--- config.mk ---
export PLATFORM = sky130hd
export DESIGN_NAME = switch_debounce
export DESIGN_NICKNAME = d
export VERILOG_FILES = /design/src/rtl/switch_debounce.sv
export SDC_FILE = /design/constraint.sdc
export NUM_CORES = 1
export LEC_CHECK = 0
export BUFFER_PORTS_ARGS = -buffer_cell sky130_fd_sc_hd__buf_2
export CAP_MARGIN = 20
export CELL_PAD_IN_SITES_DETAIL_PLACEMENT = 1
export CELL_PAD_IN_SITES_GLOBAL_PLACEMENT = 2
export CORE_MARGIN = 2
export CORE_UTILIZATION = 41
export DETAILED_ROUTE_END_ITERATION = 6
export HOLD_SLACK_MARGIN = 0.03
export PLACE_DENSITY_LB_ADDON = 0.1
export SETUP_SLACK_MARGIN = 0.1
export SYNTH_ARGS = -nofsm -noshare
export SYNTH_HDL_FRONTEND = slang
export SYNTH_SLANG_ARGS = --single-unit
--- constraint.sdc ---
create_clock -name clk -period 3.4 [get_ports clk]
set_input_delay 0.68 -clock clk [delete_from_list [all_inputs] [get_ports clk]]
set_output_delay 0.68 -clock clk [all_outputs]
set_load 0.1 [all_outputs]
--- src/rtl/switch_debounce.sv ---
// -----------------------------------------------------------------------------
// switch_debounce
//
// Per-bit two-flop synchronizer and debouncer for the board slide switches.
// sw_clean feeds the switch PIO in_port, so software only ever sees levels
// that have been stable for DEBOUNCE_CYCLES consecutive clocks. One-cycle
// rise/fall pulses are produced alongside for edge-driven logic.
//
// Ports
//   clk        : system clock (single domain)
//   reset_n    : synchronous active-low reset, sampled on rising clk
//   sw_raw     : asynchronous, bouncy switch pins
//   sw_clean   : debounced switch levels (registered)
//   sw_rise    : one-cycle pulse per bit when sw_clean goes 0->1 (registered)
//   sw_fall    : one-cycle pulse per bit when sw_clean goes 1->0 (registered)
//   sw_changed : OR of all rise/fall pulses, same cycle as the pulses
//
// Parameters
//   WIDTH           : number of switch bits
//   DEBOUNCE_CYCLES : cycles a new level must persist before acceptance (>= 2)
//   CNT_WIDTH       : counter width, 2**CNT_WIDTH must exceed DEBOUNCE_CYCLES
// -----------------------------------------------------------------------------
module switch_debounce #(
  parameter int WIDTH           = 6,
  parameter int DEBOUNCE_CYCLES = 50000,
  parameter int CNT_WIDTH       = 16
) (
  input  logic             clk,
  input  logic             reset_n,
  input  logic [WIDTH-1:0] sw_raw,
  output logic [WIDTH-1:0] sw_clean,
  output logic [WIDTH-1:0] sw_rise,
  output logic [WIDTH-1:0] sw_fall,
  output logic             sw_changed
);

  localparam logic [CNT_WIDTH-1:0] CNT_LAST = CNT_WIDTH'(DEBOUNCE_CYCLES - 1);
  localparam logic [CNT_WIDTH-1:0] CNT_ZERO = {CNT_WIDTH{1'b0}};
  localparam logic [CNT_WIDTH-1:0] CNT_ONE  = CNT_WIDTH'(1);
  localparam logic [WIDTH-1:0]     BITS_ZERO = {WIDTH{1'b0}};

  // Synchronizer stages; only sync2_r is used by the debounce logic.
  logic [WIDTH-1:0]     sync1_r;
  logic [WIDTH-1:0]     sync2_r;

  // Per-bit mismatch run counters and their next values.
  logic [CNT_WIDTH-1:0] cnt_r     [WIDTH];
  logic [CNT_WIDTH-1:0] cnt_nxt_s [WIDTH];

  logic [WIDTH-1:0]     accept_s;
  logic [WIDTH-1:0]     clean_nxt_s;
  logic [WIDTH-1:0]     rise_nxt_s;
  logic [WIDTH-1:0]     fall_nxt_s;

  // Per-bit debounce decision: count consecutive mismatches, accept at the last count.
  always_comb begin
    accept_s = BITS_ZERO;
    for (int i = 0; i < WIDTH; i++) begin
      cnt_nxt_s[i] = CNT_ZERO;
    end
    for (int i = 0; i < WIDTH; i++) begin
      if (sync2_r[i] == sw_clean[i]) begin
        // Back at the clean level: any partial run is a glitch, forget it.
        accept_s[i]  = 1'b0;
        cnt_nxt_s[i] = CNT_ZERO;
      end else if (cnt_r[i] == CNT_LAST) begin
        // This edge is the DEBOUNCE_CYCLES-th consecutive mismatch.
        accept_s[i]  = 1'b1;
        cnt_nxt_s[i] = CNT_ZERO;
      end else begin
        accept_s[i]  = 1'b0;
        cnt_nxt_s[i] = cnt_r[i] + CNT_ONE;
      end
    end
    // An accepted bit always flips, so the new level equals sync2_r there.
    clean_nxt_s = sw_clean ^ accept_s;
    rise_nxt_s  = accept_s & sync2_r;
    fall_nxt_s  = accept_s & ~sync2_r;
  end

  // State and output registers with synchronous active-low reset.
  always_ff @(posedge clk) begin
    if (!reset_n) begin
      sync1_r    <= BITS_ZERO;
      sync2_r    <= BITS_ZERO;
      sw_clean   <= BITS_ZERO;
      sw_rise    <= BITS_ZERO;
      sw_fall    <= BITS_ZERO;
      sw_changed <= 1'b0;
      for (int i = 0; i < WIDTH; i++) begin
        cnt_r[i] <= CNT_ZERO;
      end
    end else begin
      sync1_r    <= sw_raw;
      sync2_r    <= sync1_r;
      sw_clean   <= clean_nxt_s;
      sw_rise    <= rise_nxt_s;
      sw_fall    <= fall_nxt_s;
      sw_changed <= |(rise_nxt_s | fall_nxt_s);
      for (int i = 0; i < WIDTH; i++) begin
        cnt_r[i] <= cnt_nxt_s[i];
      end
    end
  end

endmodule

* Word-level counts from Yosys, hierarchy flattened
Memories as Yosys holds them, arrays and structs flattened.
Index checks and enable logic that the tools add are counted.
** Word-level totals
- Word-level logic and storage cells :: 69
- Output and inout bits :: 19
- RAM bits :: 96
- Bits of input ports :: 8
- Memories kept :: 1
- Flip-flop bits (word level) :: 31
** Memories
- cnt_r :: words 6, width 16, read ports 6, clocked after Yosys merged registers in 0, wr ports 6, RTL line 47 : logic [CNT_WIDTH-1:0] cnt_r [WIDTH];
** Operators by class
- Reductions and logical operators :: 1
- $add $sub $neg :: 6
- Muxes and demuxes :: 32
- Bitwise logic cells :: 11
- Equality and inequality tests :: 12
** Operators by type and width (number)
- two-way mux 16 bit :: 18
- adder 16 x 1 -> 16 bit, second input constant :: 6
- equality test 16 bit, second input constant :: 6
- two-way mux 1 bit :: 14
- bitwise AND 6 bit :: 2
- equality test 1 bit :: 6
- inverter 6 bit :: 1
- bitwise OR 1 bit :: 6
- bitwise OR 6 bit :: 1
- OR reduction 6 bit :: 1
- bitwise XOR 6 bit :: 1

* Longest topological paths before layout
- Depth after elaboration :: 6
- Gate-level depth with buffers :: 7

* Worst setup path before layout
Ideal clock, no wire load.
- Kind :: reg2reg
- Start point :: memory cnt_r[1][7]
- End point :: memory cnt_r[1][6]
- Setup time :: 114 ps
- Clock period less this slack :: 1913 ps
- Cell stages (with the launch flop) :: 6
- Buffers on the path :: 1
- Arrival :: 1799 ps
- Path slack :: 1487 ps
- Data required time :: 3286 ps
- Path through :: dfxtp_1 -> or4b_1 -> or4_4 -> o211ai_4 -> buf_6 -> nor2_1
** RTL lines (RTL line)
- start, declared :: 47

==> summary.md <==
| Metric | Value |
|---|---|
| HP Class | reg -> reg |
| Drt drc | 0 |
| Nets@finish | 602 |
| Final Cycle Share | 62.42% |
| Hold-fix buffers, CTS | 0 |
| Inserted Clock Buffers | 17 |
| Worst Reg2Reg Path Length in Cells | 4 |
| Critical path peak fanout | 16 |
| CTS H-tree lvls | 4 |
| Worst skew pair latency | 0.41 ns |
| Wire length per cell | 14.40 um |
| Met2 Use GR | 28.52% |
| GR Util All Layers | 17.49% |
| Longest Clk Path Bufs | 2 |
| Mux cell area share after synthesis | 0.9569% |
| Synth Area in XOR/XNOR | 13.23% |
| Crit path time final | 2.122 ns |
| FF+latch count, synth | 127 |
| Diodes inserted | 0 |
| Power Internal | 0.002638 W |
| CTS Sinks | 127 |
| Max VDD drop | 0.0003719 V |
| First-pass GRT wire length | 18580 um |
| Compound-Gate Fraction of Synth Area | 3.254% |
| Syn Inst Count | 565 |
| Largest net degree at the start of global routing | 20 |
| Routing usage on met1 | 21.39% |
| Hold Fails Final Rpt | 0 |
| Slowest CP cell | or4_4 |
| Ys async rst share | 0% |
| RSZ-0062 raised after global routing | false |
| Tot Pwr | 0.003280 W |
| Worst endpoint required time | 3.68 ns |
| Total grt overflow | 0 |
| Drt total wl | 11120 um |
| Total iterations of the first detailed-routing run | 4 |
| Layout area overhead | 15.65% |
| Placed instance area | 0.005480 mm2 |
| Worst Setup Start Kind | register |
| Comb pwr share | 1.0% |
| RePlAce Congestion | 0.7676 |
| Die W | 116.9 um |
| Avg Synthesized Cell Area | 9.257 um2 |
| P_leak | 2.090 nW |
| Antenna violations before repair | 3 |
| Top_reg_cell synth | dfxtp_1 |
| Worst Path Buf+Inv | 0 |
| FMAX | 471.2 MHz |
| Starting Density | 41.78% |
| Worst path top cell family by delay | simple AND/OR/NAND/NOR gates |
| Switching Share | 19.59% |
| Initial DRC count | 196 |
| FP Rows | 41 |
| Crit Path Category | reg -> reg |
| Maxcap violations | 0 |
| Layout Skew | 0.008570 ns |
| Fin area | 0.006048 mm2 |
| Setup bufs post-CTS | 0 |
| Worst Hold Path Cells | 1 |
| Die ar. | 0.01368 mm2 |
| Critical path, cell by cell | or4b_1 > or4_4 > o211ai_4 > nor2_1 |
| Post-DP HPWL | 7540 um |
| Final-report max-slew violation count | 0 |
| Synthesized cell area | 0.005230 mm2 |
| Core Footprint | 0.01252 mm2 |
| Mapped Nets | 579 |
| Sequential-to-total area share from yosys stat | 48.61% |
| Met3 usage | 6.231% |
| Routed Antenna Nets | 0 |
| CTS resizes | 0 |
| Die height | 116.9 um |
| Layout cell share with drive strength beyond 1 | 10.33% |
| Vias in the first global route | 3882 |
| TNS Setup | 0 ns |
| WP depth | 4 |
| Synth cell types | 40 |
| Finish-stage setup viols | 0 |
| Number of synthesized flops with an enable pin | 0 |
| Reg power frac | 45.8% |
| Status | finished clean |
| Adder-Cell Fraction of Synth Area | 1.435% |
| I/O pin count | 27 |
| Port bufs | 26 |
| Vias | 3940 |
| Main combinational cell family by area after synthesis | simple AND/OR/NAND/NOR gates |
| Simple-gate area share of the yosys netlist | 29.62% |
| Clk root buf | clkbuf_16 |
| Clk pwr share | 53.2% |
| CTS clk-pin slew, worst paths | 0.05 ns |
| TritonCTS clock tree | built |
| Slew @ Worst Pin | 0.6535 ns |
| Worst EP arrival | 2.40 ns |
| Worst rel slew slack | 56.31% |
| Gr busiest metal | met2 |
| Vias per cell | 5.104 |
| PD cells | 542.4 mW/mm2 |
| Synth warnings | 0 |
| CP Capture Type | register |
| Sw Pwr | 0.0006425 W |
| Critical Path Max Stage Delay | 0.57 ns |
-- per-stage QoR --
stage | instances | utilization (%) | setup WS, ns | hold slack [ns]
finish | 772 | 48.32 | 1.278 | 0.4307
floorplan | 565 | - | 1.487 | 0.4112
global placement | 741 | 43.78 | 1.315 | 0.4161
global route | 772 | 48.32 | 1.153 | 0.4483
CTS | 772 | 48.32 | 1.253 | 0.4348
detailed placement | 741 | 43.78 | 1.206 | 0.4194
-- layer usage --
layer  up-vias  wire, um  share of wire, %
met1      1887      5098                46
met2        42      5378                48
met5         -        21              0.19
li1       1992         -                 -
met4         4       123               1.1
met3        15       496               4.5
-- worst paths after layout --
kind                from     endpoint  slack, ns
min reg2reg   sync1_r[4]   sync2_r[4]       0.43
min           sync1_r[4]   sync2_r[4]       0.43
max reg2reg  cnt_r[1][7]  cnt_r[1][7]       1.28
max          cnt_r[1][7]  cnt_r[1][7]       1.28
-- registers in the layout (all words and copies together), names as in the netlist, named ones only --
| register | cells |
|---|---|
| cnt_r | 96 |
| sw_changed | 1 |
| sw_fall | 6 |
| sw_rise | 6 |
| sync1_r | 6 |
| sync2_r | 6 |
-- cell type report --
class | instances | area [um2]
Clock inverter | 6 | 82.58
Timing Repair Buffer | 26 | 130.1
Clock buffer | 25 | 485.5
Inverter | 15 | 56.30
Sequential cell | 127 | 2542
Multi-Input combinational cell | 401 | 2536
Fill cell | 1442 | 6469
Tap cell | 172 | 215.2
-- synth_stat cells (3+ instances only) --
| master | number | area (um2) |
|---|---|---|
| a21oi_1 | 12 | 60.06 |
| and2_1 | 19 | 118.9 |
| and3_1 | 12 | 75.07 |
| and4_1 | 10 | 87.58 |
| clkbuf_1 | 19 | 71.32 |
| dfxtp_1 | 127 | 2542 |
| ha_1 | 6 | 75.07 |
| inv_1 | 15 | 56.30 |
| mux2i_1 | 5 | 50.05 |
| nand2_1 | 16 | 60.06 |
| nand3_1 | 37 | 185.2 |
| nand4_1 | 28 | 175.2 |
| nor2_1 | 96 | 360.4 |
| nor3_1 | 5 | 25.02 |
| nor3b_1 | 11 | 82.58 |
| nor4_1 | 8 | 50.05 |
| nor4b_1 | 5 | 43.79 |
| nor4bb_1 | 9 | 90.09 |
| o21ai_0 | 10 | 50.05 |
| or2_2 | 5 | 31.28 |
| or3_1 | 10 | 62.56 |
| or4_1 | 3 | 22.52 |
| xnor2_1 | 32 | 280.3 |
| xor2_1 | 47 | 411.6 |
-- cells by family after synthesis --
family	Yosys count
AOI/OAI and AO/OA	28
xor gates and xnor gates	79
adders and majority gates	6
buffers and inverters	37
DFF	127
muxes	5
and+or+nand+nor	283
-- cells in the final DEF (no fill, tap or decap), types with 3 or more instances in the layout --
| cell type | Yosys | routed |
|---|---|---|
| and3_1 | 12 | 12 |
| nand4_1 | 28 | 28 |
| mux2i_1 | 5 | 5 |
| inv_1 | 15 | 15 |
| o21ai_0 | 10 | 10 |
| and4_1 | 10 | 10 |
| nor4b_1 | 5 | 5 |
| clkbuf_8 | 0 | 3 |
| nor3b_1 | 11 | 11 |
| nor4bb_1 | 9 | 9 |
| a21oi_1 | 12 | 12 |
| clkbuf_16 | 0 | 17 |
| xor2_1 | 47 | 47 |
| nor2_1 | 96 | 96 |
| xnor2_1 | 32 | 32 |
| nand3_1 | 37 | 37 |
| nor3_1 | 5 | 5 |
| clkinv_2 | 0 | 3 |
| or3_1 | 10 | 10 |
| buf_2 | 1 | 26 |
| nand2_1 | 16 | 16 |
| or2_2 | 5 | 5 |
| clkbuf_1 | 19 | 5 |
| or4_1 | 3 | 3 |
| nor4_1 | 8 | 8 |
| dfxtp_1 | 127 | 127 |
| and2_1 | 19 | 19 |
| ha_1 | 6 | 6 |
-- power groups by stage --
| stage | registers (W) | clock network, W | logic, W |
|---|---|---|---|
| 3_5_place_dp | 0.00154 | 0 | 0.0000325 |
| 4_1_cts | 0.00150 | 0.00179 | 0.0000325 |
| 5_1_grt | 0.00150 | 0.00186 | 0.0000365 |
| 6_report | 0.00150 | 0.00175 | 0.0000312 |
| 2_1_floorplan | 0.00153 | 0 | 0.0000230 |
| 3_3_place_gp | 0.00153 | 0 | 0.0000313 |
(Power assumes the default switching activity.)
